### src/rtl/imem_pkg.sv
// Shared definitions for the loadable instruction memory.
//   imem_state_e     : load controller state encoding (run / load)
//   BOOT_W0..BOOT_W4 : boot program restored into words 0..4 on reset
//   DEFAULT_NOP_WORD : default filler word for unused entries and out-of-range fetches
//   boot_word()      : maps a word index to its boot-image value
package imem_pkg;

  typedef enum logic {
    StRun  = 1'b0,
    StLoad = 1'b1
  } imem_state_e;

  localparam int unsigned BOOT_LEN = 5;

  localparam logic [7:0] BOOT_W0 = 8'h49;
  localparam logic [7:0] BOOT_W1 = 8'hC1;
  localparam logic [7:0] BOOT_W2 = 8'h18;
  localparam logic [7:0] BOOT_W3 = 8'hA9;
  localparam logic [7:0] BOOT_W4 = 8'h4D;

  localparam logic [7:0] DEFAULT_NOP_WORD = 8'h00;

  // Indices past the boot image return DEFAULT_NOP_WORD; callers substitute their own
  // NOP word for those entries.
  function automatic logic [7:0] boot_word(input int unsigned idx);
    case (idx)
      0:       return BOOT_W0;
      1:       return BOOT_W1;
      2:       return BOOT_W2;
      3:       return BOOT_W3;
      4:       return BOOT_W4;
      default: return DEFAULT_NOP_WORD;
    endcase
  endfunction

endpackage

### src/rtl/imem_load_ctrl.sv
// Load controller for the loadable instruction memory.
// Owns the run/load state, the write pointer, the sticky overflow flag and the write
// enable for the storage array.
//   clk, reset   : rising-edge clock, asynchronous active-high reset
//   load_start   : begin or restart a program load at word 0
//   load_valid   : a program word is presented this cycle
//   load_last    : qualifies load_valid; final word of the program
//   loading      : high while in the load state (drives load_ready / fetch_stall)
//   we, waddr    : write strobe and word index into the storage array
//   load_ovf     : sticky, a word arrived after the array was full
//   load_count   : words written by the current/last load
module imem_load_ctrl
  import imem_pkg::*;
#(
  parameter int unsigned ADDR_W = 8,
  parameter int unsigned DEPTH  = 16,
  parameter int unsigned IDX_W  = 4
) (
  input  logic              clk,
  input  logic              reset,
  input  logic              load_start,
  input  logic              load_valid,
  input  logic              load_last,
  output logic              loading,
  output logic              we,
  output logic [IDX_W-1:0]  waddr,
  output logic              load_ovf,
  output logic [ADDR_W:0]   load_count
);

  localparam logic [ADDR_W:0] DepthW = (ADDR_W + 1)'(DEPTH);

  imem_state_e     state_q, state_d;
  logic [ADDR_W:0] wp_q, wp_d;
  logic            ovf_q, ovf_d;
  logic            wp_full;

  // wp saturates at DEPTH, so full means exactly DEPTH; overflow never wraps to word 0.
  assign wp_full = (wp_q >= DepthW);

  always_comb begin
    state_d = state_q;
    wp_d    = wp_q;
    ovf_d   = ovf_q;
    we      = 1'b0;
    case (state_q)
      StRun: begin
        if (load_start) begin
          state_d = StLoad;
          wp_d    = '0;
          ovf_d   = 1'b0;
        end
      end
      StLoad: begin
        if (load_start) begin
          // Restart wins: any word presented in the same cycle is dropped.
          wp_d  = '0;
          ovf_d = 1'b0;
        end else if (load_valid) begin
          if (!wp_full) begin
            we   = 1'b1;
            wp_d = wp_q + (ADDR_W + 1)'(1);
          end else begin
            ovf_d = 1'b1;
          end
          if (load_last) begin
            state_d = StRun;
          end
        end
      end
      default: state_d = StRun;
    endcase
  end

  always_ff @(posedge clk or posedge reset) begin
    if (reset) begin
      state_q <= StRun;
      wp_q    <= '0;
      ovf_q   <= 1'b0;
    end else begin
      state_q <= state_d;
      wp_q    <= wp_d;
      ovf_q   <= ovf_d;
    end
  end

  // Every accepted word advances the pointer and the count together, so one register
  // serves both.
  assign load_count = wp_q;
  assign waddr      = wp_q[IDX_W-1:0];
  assign load_ovf   = ovf_q;
  assign loading    = (state_q == StLoad);

endmodule

### src/rtl/imem_sync_loadable.sv
// Clocked instruction memory with a registered fetch port and a serial load port.
// Sits between the PC register and the decoder; the load port rewrites the program
// at run time while fetches are stalled.
//   clk, reset   : rising-edge clock, asynchronous active-high reset
//   fetch_req    : fetch request this cycle (ignored while fetch_stall)
//   fetch_addr   : word address to fetch
//   instr        : registered instruction, NOP_WORD for out-of-range addresses
//   instr_valid  : instr holds the result of last cycle's accepted fetch
//   addr_err     : last accepted fetch addressed a word >= DEPTH
//   fetch_stall  : high while a load is in progress
//   load_start   : begin or restart a program load at word 0
//   load_valid   : load_data valid this cycle
//   load_data    : next program word
//   load_last    : qualifies load_valid; final word
//   load_ready   : memory accepts load words (load in progress)
//   load_ovf     : sticky, a word arrived after the array was full
//   load_count   : words written by the current/last load
module imem_sync_loadable
  import imem_pkg::*;
#(
  parameter int unsigned          DATA_W   = 8,
  parameter int unsigned          ADDR_W   = 8,
  parameter int unsigned          DEPTH    = 16,
  parameter logic [DATA_W-1:0]    NOP_WORD = DATA_W'(DEFAULT_NOP_WORD)
) (
  input  logic              clk,
  input  logic              reset,
  input  logic              fetch_req,
  input  logic [ADDR_W-1:0] fetch_addr,
  output logic [DATA_W-1:0] instr,
  output logic              instr_valid,
  output logic              addr_err,
  output logic              fetch_stall,
  input  logic              load_start,
  input  logic              load_valid,
  input  logic [DATA_W-1:0] load_data,
  input  logic              load_last,
  output logic              load_ready,
  output logic              load_ovf,
  output logic [ADDR_W:0]   load_count
);

  localparam int unsigned     IDX_W  = (DEPTH > 1) ? $clog2(DEPTH) : 1;
  localparam logic [ADDR_W:0] DepthW = (ADDR_W + 1)'(DEPTH);

  logic              loading;
  logic              we;
  logic [IDX_W-1:0]  waddr;

  logic [DATA_W-1:0] mem_q [DEPTH];

  logic              fetch_go;
  logic              in_range;
  logic [DATA_W-1:0] instr_q, instr_d;
  logic              instr_valid_q, instr_valid_d;
  logic              addr_err_q, addr_err_d;

  imem_load_ctrl #(
    .ADDR_W (ADDR_W),
    .DEPTH  (DEPTH),
    .IDX_W  (IDX_W)
  ) u_load_ctrl (
    .clk        (clk),
    .reset      (reset),
    .load_start (load_start),
    .load_valid (load_valid),
    .load_last  (load_last),
    .loading    (loading),
    .we         (we),
    .waddr      (waddr),
    .load_ovf   (load_ovf),
    .load_count (load_count)
  );

  // Storage: reset restores the boot program so a reset mid-load discards the partial
  // image. Words not rewritten by a short load keep their contents.
  always_ff @(posedge clk or posedge reset) begin
    if (reset) begin
      for (int unsigned i = 0; i < DEPTH; i++) begin
        mem_q[IDX_W'(i)] <= (i < BOOT_LEN) ? DATA_W'(boot_word(i)) : NOP_WORD;
      end
    end else if (we) begin
      mem_q[waddr] <= load_data;
    end
  end

  // Fetches are accepted only outside a load. A fetch in the same cycle as load_start is
  // still accepted and reads the pre-load contents.
  assign fetch_go = fetch_req && !loading;
  assign in_range = ({1'b0, fetch_addr} < DepthW);

  always_comb begin
    instr_d       = instr_q;
    addr_err_d    = addr_err_q;
    instr_valid_d = 1'b0;
    if (fetch_go) begin
      instr_valid_d = 1'b1;
      addr_err_d    = !in_range;
      instr_d       = in_range ? mem_q[fetch_addr[IDX_W-1:0]] : NOP_WORD;
    end
  end

  always_ff @(posedge clk or posedge reset) begin
    if (reset) begin
      instr_q       <= NOP_WORD;
      instr_valid_q <= 1'b0;
      addr_err_q    <= 1'b0;
    end else begin
      instr_q       <= instr_d;
      instr_valid_q <= instr_valid_d;
      addr_err_q    <= addr_err_d;
    end
  end

  assign instr       = instr_q;
  assign instr_valid = instr_valid_q;
  assign addr_err    = addr_err_q;
  assign fetch_stall = loading;
  assign load_ready  = loading;

endmodule

### config.mk
export PLATFORM = sky130hd
export DESIGN_NAME = imem_sync_loadable
export DESIGN_NICKNAME = d
export VERILOG_FILES = /design/src/rtl/imem_pkg.sv /design/src/rtl/imem_load_ctrl.sv /design/src/rtl/imem_sync_loadable.sv
export SDC_FILE = /design/constraint.sdc
export NUM_CORES = 1
export LEC_CHECK = 0
export ABC_AREA = 1
export BUFFER_PORTS_ARGS = -buffer_cell sky130_fd_sc_hd__buf_4
export CORE_MARGIN = 2
export CORE_UTILIZATION = 40
export DETAILED_ROUTE_END_ITERATION = 10
export SLEW_MARGIN = 20
export SYNTH_ARGS = -nofsm -noshare
export SYNTH_HDL_FRONTEND = slang
export SYNTH_SLANG_ARGS = --single-unit
### constraint.sdc
create_clock -name clk -period 4.4 [get_ports clk]
set_clock_uncertainty 0.2 [all_clocks]
set_input_delay 0.22 -clock clk [delete_from_list [all_inputs] [get_ports clk]]
set_output_delay 0.22 -clock clk [all_outputs]
set_load 0.05 [all_outputs]
* Word-level counts from Yosys, hierarchy flattened
Cells that the tools add are included.
** Storage, ports and cells
- Register bits :: 149
- Input bits :: 22
- Output and inout port bits :: 22
- Logic and storage cells :: 68
** Operators by class
- Add/subtract/negate cells :: 1
- $lt $le $gt $ge :: 5
- Equal/unequal tests :: 4
- Mux-type cells :: 27
- Bitwise gates (word level) :: 3
- Reduce and logical (&&, ||, !) cells :: 6
** Operators by type and width (count)
- 128-bit bitwise mux :: 1
- 9-bit two-way mux :: 4
- 8-bit binary-select mux with 4-bit select :: 1
- 8-bit demux with 4-bit select :: 1
- 8-bit two-way mux :: 4
- 9-bit one-hot mux with 2 select lines :: 1
- 1-bit two-way mux :: 13
- 5-bit greater-or-equal comparator, second input constant :: 2
- 4-bit NOT with 5-bit output :: 2
- 9-bit by 1-bit adder with 9-bit output, second input constant :: 1
- 9-bit by 5-bit greater-or-equal comparator with 1-bit output, second input constant :: 1
- 3-bit inequality test, second input constant :: 3
- 8-bit by 5-bit less-than comparator with 1-bit output, second input constant :: 1
- 3-bit AND reduction :: 2
- 5-bit by 1-bit less-than comparator with 1-bit output, second input constant :: 1
- 1-bit one-hot mux with 2 select lines :: 2
- 1-bit logical AND :: 2
- 1-bit logical NOT :: 2
- 2-bit inequality test, second input constant :: 1
- 1-bit NOT :: 1

* Longest topological paths before layout
Gate-level depths: netlist of run 1.
- Depth in word-level cells :: 6
- Mapped depth :: 10
- Mapped depth without buffers :: 9

* By module
A second synthesis of run 1 with hierarchy kept.
** Unflattened totals
- Cell total of the unflattened synthesis :: 855
- Area total of the unflattened synthesis :: 6962.9 um^2
** Modules (own cells, without submodules)
- imem_sync_loadable :: times used 1, cells an instance 784, area each 6356.1 um^2, seq. area each 3473.3 um^2
- imem_load_ctrl :: times used 1, cells an instance 71, area each 606.8 um^2, seq. area each 275.3 um^2

* Worst setup path after synthesis of run 1
No wires, ideal clock.
- Path kind :: reg2reg
- From :: reg u_load_ctrl.wp_q[0], in the netlist u_load_ctrl.load_count[0]
- To :: reg mem_q[10] in the netlist's numbering
- Setup time :: 0.066 ns
- Data arrival time :: 1.769 ns
- Required time :: 4.134 ns
- Path slack :: 2.365 ns
- Stages on the path, launching flop included :: 7
- Buffers on the path :: 0
- Clock period less this slack :: 2.035 ns
- Cell sequence :: dfrtp_1 inv_1 ha_1 inv_1 nor2_1 nand4_1 nand2_1
** On the way
- Longest elaborated chain between the ends :: 6
- Elaborated cells between the ends (all ways) :: 12
- Classes of those cells :: order compare (3); mux (7); bitwise (1); reduce/logical (1)
** RTL lines
- from (decl) :: line imem_load_ctrl.sv:34 : logic [ADDR_W:0] wp_q, wp_d;
- from (signal assigned) :: line imem_load_ctrl.sv:82 : wp_q <= wp_d;
- 4-bit NOT with 5-bit output (not written as such) :: line imem_sync_loadable.sv:83 : mem_q[waddr] <= load_data;
- 5-bit greater-or-equal comparator (not written as such) / 5-bit by 1-bit less-than comparator with 1-bit output (equally long branches) :: line imem_sync_loadable.sv:83
- 1-bit logical AND (not written as such) :: line imem_sync_loadable.sv:83
- 8-bit two-way mux (not written as such) :: line imem_sync_loadable.sv:83
- 8-bit demux with 4-bit select :: line imem_sync_loadable.sv:83
- 128-bit bitwise mux :: line imem_sync_loadable.sv:83
- to (signal, indexed assignment) :: line imem_sync_loadable.sv:80 : mem_q[IDX_W'(i)] <= (i < BOOT_LEN) ? DATA_W'(boot_word(i)) : NOP_WORD;
- to (signal, indexed assignment) :: line imem_sync_loadable.sv:83
- to (decl) :: line imem_sync_loadable.sv:50 : logic [DATA_W-1:0] mem_q [DEPTH];
Parallel ways exist; a longest one is shown, timed or not.
A chain may end at the register's enable or synchronous reset.

* Worst setup path in the final report of run 1
- From :: reg u_load_ctrl.state_q, in the netlist u_load_ctrl.loading
- To :: reg instr_q[6], in the netlist instr[6]
** On the way
- Longest elaborated chain between the ends :: 2
** RTL lines
- from (decl) :: line imem_load_ctrl.sv:33 : imem_state_e state_q, state_d;
- from (signal assigned) :: line imem_load_ctrl.sv:77 : state_q <= StRun;
- from (signal assigned) :: line imem_load_ctrl.sv:81 : state_q <= state_d;
- 1-bit logical NOT :: line imem_sync_loadable.sv:89 : assign fetch_go = fetch_req && !loading;
- 1-bit logical AND :: line imem_sync_loadable.sv:89
- to (signal assigned) :: line imem_sync_loadable.sv:109 : instr_q <= instr_d;
- to (decl) :: line imem_sync_loadable.sv:54 : logic [DATA_W-1:0] instr_q, instr_d;
Every way passes these cells.

==> impl_metrics.py, run 1 <==
metrics = {
    "run_status": {
        "status": "completed",
    },
    "global_routing": {
        "grt_max_degree": 67,
        "grt_overflow_total": 0,
        "track_usage_pct": 23.76,
        "antenna_found_initial": 0,
        "grt_pass1_vias": 6495,
        "grt_pass1_wl_um": 37020,
    },
    "finish": {
        "drive_above_1_share_pct": 12.23,
        "final_cell_mix": "nand2_1, nand3_1, dfrtp_1, nand4_1, buf_4",
        "diodes": 0,
        "area_growth_syn_to_layout_pct": 14.95,
        "final_common_cell": "nand2_1",
        "nNetsFinal": 1043,
        "fillerInstances": 1863,
        "stdcell_count": 1264,
    },
    "place": {
        "numPortBuffers": 43,
        "gp_congestion": 0.8215,
        "dpl.hpwl_um": 13730,
        "placedCellCount": 1215,
        "place_ws_ns": 1.466,
    },
    "floorplanning": {
        "row_count": 50,
        "die_x_um": 142.5,
        "start_util_pct": 40.85,
        "die_h_um": 142.5,
        "core_area_um2": 18770,
        "die_area_um2": 20290,
        "ios": 44,
    },
    "critical_path": {
        "cp.arrival_ns": 3.27,
        "critPathLaunchType": "flop",
        "cp_top_family": "buffers and inverters",
        "critPathKind": "flop to flop",
        "cp_slowest_cell": "dfrtp_2",
        "max_stage_delay_ns": 0.91,
        "critPathBufInv": 3,
        "cp-end-kind": "flop",
        "crit_path_cell_trace": "buf_4, inv_2, nand2_2, nor4_4, dlygate4sd3_1, nand2_1, nand2_1",
        "crit_fanout": 57,
        "cp_data_required_time_ns": 4.52,
        "cp_common_cell": "nand2_1",
    },
    "clock_tree": {
        "clk_latency_ns": 0.43,
        "cts_root_buf": "clkbuf_16",
        "cts_buffers": 17,
        "cts_resized": 0,
        "cts_tree": "yes",
        "clk_pin_slew_ns": 0.06,
        "htree_levels": 4,
        "clock-sinks": 149,
        "postCtsSetupRepairBufs": 0,
        "clk_path_buf_depth": 2,
        "cts_hold_buffers": 17,
    },
    "timing": {
        "hold_violations": 0,
        "relSlewSlack_pct": 37.58,
        "finalWorstSetupSlack_ns": 1.247,
        "finalCritPeriodShare_pct": 71.67,
        "setup_tns_ns": 0,
        "period_minus_slack_ns": 3.153,
        "finalSetupViolations": 0,
        "rsz0062_at_grt": "false",
        "fmax_ghz": 0.3171,
        "tightest_slew_ns": 0.9340,
        "finalMaxSlewViolations": 0,
    },
    "routing": {
        "first_pass_iters": 5,
        "routed_wirelength_um": 23230,
        "wl_per_cell_um": 18.38,
        "via_count": 7008,
        "ant_nets": 0,
        "drc": 0,
        "drt-initial-drc-count": 732,
        "post_drt_via_cell_ratio": 5.544,
    },
    "power_and_ir_drop": {
        "p_leak_nw": 4.483,
        "peakVddDrop_v": 0.0002764,
        "powerDensity_nw_per_um2": 392.1,
    },
    "yosys": {
        "ys_seq_area_share_pct": 48.89,
        "yosys.cell_types.count": 25,
        "netlist_instances": 998,
        "avgSynthCellArea_um2": 7.683,
        "syn_area_um2": 7667,
        "syn-num-nets": 1024,
        "synth_seq_cells": 149,
        "ys_warn_count": 0,
    },
    "run": {
        "drv_cap": 0,
    },
    "min_path": {
        "hold_path_class": "input pin to flop",
    },
}
power by group:
group	total (mW)	internal, mW	switching [mW]
Clock	1.52	0.918	0.599
Sequential	1.54	1.48	0.0574
Combinational	0.402	0.117	0.285
Total	3.46	2.51	0.941
path summary, 6_finish.rpt:
| check | startpoint | to | slack (ns) | cells past startpoint |
|---|---|---|---|---|
| worst max-delay path | u_load_ctrl.loading$_DFF_PP0_ | instr[6]$_DFFE_PP0P_ | 1.25 | 7 |
| worst min-delay path | fetch_addr[2] | instr[7]$_DFFE_PP0P_ | 0.26 | 7 |
| worst max register to register | u_load_ctrl.loading$_DFF_PP0_ | instr[6]$_DFFE_PP0P_ | 1.25 | 7 |
| worst min register to register | mem_q[101]$_DFFE_PP1P_ | mem_q[101]$_DFFE_PP1P_ | 0.26 | 2 |
| max in group asynchronous | reset | mem_q[78]$_DFFE_PP0P_ | 2.59 | 4 |
| min in group asynchronous | reset | mem_q[33]$_DFFE_PP0P_ | 0.30 | 3 |
synth_stat cells (all sizes together):
master    n  area (µm²)
a21oi     3       15.01
buf      42       252.7
clkbuf   28       105.1
dfrtp   133        3328
dfstp    16       420.4
ha        4       50.05
inv      27       101.4
nand2   465        1753
nand3   146       835.8
nand4    98       613.1
nor2     30       145.1
nor3      1       5.000
nor4      1       21.27
o21ai     3       15.01
or2       1       6.260
cells by family after synthesis:
group | count (synthesis) | synth area share, %
AOI/OAI and AO/OA | 6 | 0.3915
buffers and inverters | 97 | 5.989
and+or+nand+nor | 742 | 44.08
DFF | 149 | 48.89
adders and majority gates | 4 | 0.6528
worst reg2reg max path, cell delays in order, from the launching register on:
cell and delay [ns]:
dfrtp_2 0.91, buf_4 0.72, inv_2 0.09, nand2_2 0.21, nor4_4 0.07, dlygate4sd3_1 0.68, nand2_1 0.13, nand2_1 0.05
cell type report:
class                           count  area (µm²)  area share (%)
Inverter                           27       105.1           1.193
Clock buffer                       19       452.9           5.139
Clock inverter                     13       155.1           1.760
Timing Repair Buffer               70       593.1           6.729
Multi-Input combinational cell    752        3465           39.31
Tap cell                          234       292.8           3.322
Sequential cell                   149        3750           42.55
stage by stage:
step                utilization (%)  cell area, µm²  total power [mW]  hold slack (ns)
detailed placement            42.81            8035             1.948           0.2313
global route                  46.96            8813             3.592           0.2722
global placement              42.81            8035             1.945           0.2276
floorplan                         -            7671             1.828          0.08314
CTS                           46.96            8813             3.477           0.2343
finish                        46.96            8813             3.455           0.2625
metal layers:
metal / wire length, µm / part of all wire [%] / GRT usage, %
met1: 10960 / 47 / 35.21
met4: 355 / 1.5 / 6.410
met3: 1613 / 6.9 / 4.711
met2: 10300 / 44 / 35.45
met5: 0 / 0 / 0
flip-flops by register name, indices dropped and copies added (netlist names):
| signal | flops |
|---|---|
| mem_q | 128 |
| u_load_ctrl.loading | 1 |
| instr | 8 |
| instr_valid | 1 |
| u_load_ctrl.load_ovf | 1 |
| u_load_ctrl.load_count | 9 |
| addr_err | 1 |
Note: power is estimated with default switching activity, not from simulation.
==> run 2: changes to the inputs <==
==> constraint.sdc (replaced) <==
create_clock -name clk -period 2.55 [get_ports clk]
set_clock_uncertainty 0.2 [all_clocks]
set_input_delay 0.1275 -clock clk [delete_from_list [all_inputs] [get_ports clk]]
set_output_delay 0.1275 -clock clk [all_outputs]
set_load 0.05 [all_outputs]
==> impl_metrics.py, run 2 (same netlist as run 1, synthesis figures left out) <==
metrics = {
    "floorplanning": {
        "core_area_um2": 18770,
        "start_util_pct": 40.85,
        "row_count": 50,
        "ios": 44,
        "die_area_um2": 20290,
        "die_x_um": 142.5,
        "die_h_um": 142.5,
    },
    "finish": {
        "final_common_cell": "nand2_1",
        "fillerInstances": 1902,
        "max_flop_register": "mem_q",
        "area_growth_syn_to_layout_pct": 16.55,
        "largest_reg_flops": 128,
        "stdcell_count": 1283,
        "diodes": 0,
        "nNetsFinal": 1062,
        "final_cell_mix": "nand2_1, nand3_1, dfrtp_1, nand4_1, buf_4",
        "drive_above_1_share_pct": 13.54,
    },
    "clock_tree": {
        "clock-sinks": 149,
        "cts_tree": "yes",
        "clk_pin_slew_ns": 0.06,
        "cts_buffers": 17,
        "clk_path_buf_depth": 2,
        "cts_root_buf": "clkbuf_16",
        "clk_latency_ns": 0.43,
        "cts_resized": 0,
        "htree_levels": 4,
    },
    "global_routing": {
        "track_usage_pct": 24.35,
        "grt_max_degree": 124,
        "grt_pass1_wl_um": 37880,
        "grt_pass1_vias": 6677,
        "grt_overflow_total": 0,
        "antenna_found_initial": 0,
    },
    "run": {
        "drv_cap": 0,
    },
    "routing": {
        "routed_wirelength_um": 23760,
        "first_pass_iters": 6,
        "post_drt_via_cell_ratio": 5.511,
        "drc": 0,
        "wl_per_cell_um": 18.52,
        "drt-initial-drc-count": 832,
        "ant_nets": 0,
        "via_count": 7070,
    },
    "min_path": {
        "hp-start": "fetch_addr[2]",
        "min_to": "instr[3]$_DFFE_PP0P_",
        "hold_path_class": "input pin to flop",
        "whs_path_depth": 7,
    },
    "place": {
        "gp_congestion": 0.8439,
        "placedCellCount": 1234,
        "place_ws_ns": 0.3390,
        "numPortBuffers": 43,
        "dpl.hpwl_um": 14650,
    },
    "critical_path": {
        "cp.arrival_ns": 2.48,
        "critPathLaunchType": "flop",
        "r2r_setup_slack_ns": 0.23,
        "reg2reg_from": "u_load_ctrl.load_count[0]$_DFFE_PP0P_",
        "crit_start": "u_load_ctrl.load_count[0]$_DFFE_PP0P_",
        "r2r-end": "u_load_ctrl.load_count[4]$_DFFE_PP0P_",
        "cp_data_required_time_ns": 2.71,
        "critPathKind": "flop to flop",
        "rr_worst_depth": 6,
        "cp-end-kind": "flop",
        "crit_fanout": 9,
    },
    "timing": {
        "hold_violations": 0,
        "tightest_slew_ns": 0.7198,
        "finalCritPeriodShare_pct": 90.83,
        "fmax_ghz": 0.4318,
        "rsz0062_at_grt": "false",
        "setup_tns_ns": 0,
        "finalWorstSetupSlack_ns": 0.2340,
        "finalSetupViolations": 0,
        "period_minus_slack_ns": 2.316,
        "finalMaxSlewViolations": 0,
        "relSlewSlack_pct": 52.01,
    },
    "run_status": {
        "status": "completed",
    },
    "power_and_ir_drop": {
        "finalPower_mw": 5.857,
        "p_leak_nw": 4.559,
        "peakVddDrop_v": 0.0005156,
        "powerDensity_nw_per_um2": 655.4,
    },
}
## run 2: cell types whose count changed in the layout (fill, tap and decap cells not counted), sizes merged
cell,delta
buf,+19
bufinv,-1
clkbuf,+1
clkinv,-1
clkinvlp,+1
## run 2: layout make-up
| type | count | area, µm² | area share, % |
|---|---|---|---|
| tap | 234 | 292.8 | 3.276 |
| inverter | 27 | 105.1 | 1.176 |
| clock buffer | 20 | 436.7 | 4.887 |
| clock inverter | 12 | 131.4 | 1.470 |
| multi-input combinational | 752 | 3460 | 38.71 |
| timing repair buffer | 89 | 760.7 | 8.513 |
| sequential | 149 | 3750 | 41.96 |
## run 2: worst max-delay path: stages, from the launching register on
cell,delay (ns)
dfrtp_1,0.43
ha_1,0.19
inv_1,0.13
nor2_2,0.41
nand4_1,0.17
a21oi_1,0.16
dlygate4sd3_1,0.56
## run 2: metrics by stage
stage	util (%)	hold WS (ns)	instance area, µm²
final	47.61	0.1559	8936
after detailed placement	43.68	0.07311	8198
after CTS	47.61	0.1290	8936
after global routing	47.61	0.2088	8936
after global placement	43.68	0.07895	8198
after floorplan	-	-0.009362	7671
## run 2: what timing repair did
action	in CTS	in global routing
hold buffers	17	0
setup endpoints to repair	0	0
buffers inserted	0	0
endpoints found under the hold margin	279	0
## run 2: routing by layer
layer	GRT usage, %	up-vias	wire length (µm)
met4	6.514	0	365
li1	-	3366	-
met2	36.79	242	10850
met1	35.97	3429	11120
met3	4.441	33	1420
met5	0	-	0
## run 2: report_power, final
group	total [mW]	internal (mW)	switching (mW)
Clock	2.47	1.44	1.03
Sequential	2.65	2.55	0.0977
Combinational	0.737	0.223	0.514
## run 2: worst max path at each step
stage | endpoint | slack [ns] | cells after the start
after floorplan | addr_err$_DFFE_PP0P_ | 0.36 | 1
after global placement | mem_q[59]$_DFFE_PP0P_ | 0.40 | 8
after detailed placement | mem_q[57]$_DFFE_PP0P_ | 0.34 | 8
final | u_load_ctrl.load_count[4]$_DFFE_PP0P_ | 0.23 | 6
after global routing | u_load_ctrl.load_count[4]$_DFFE_PP0P_ | 0.13 | 6
after CTS | u_load_ctrl.load_count[4]$_DFFE_PP0P_ | 0.32 | 6
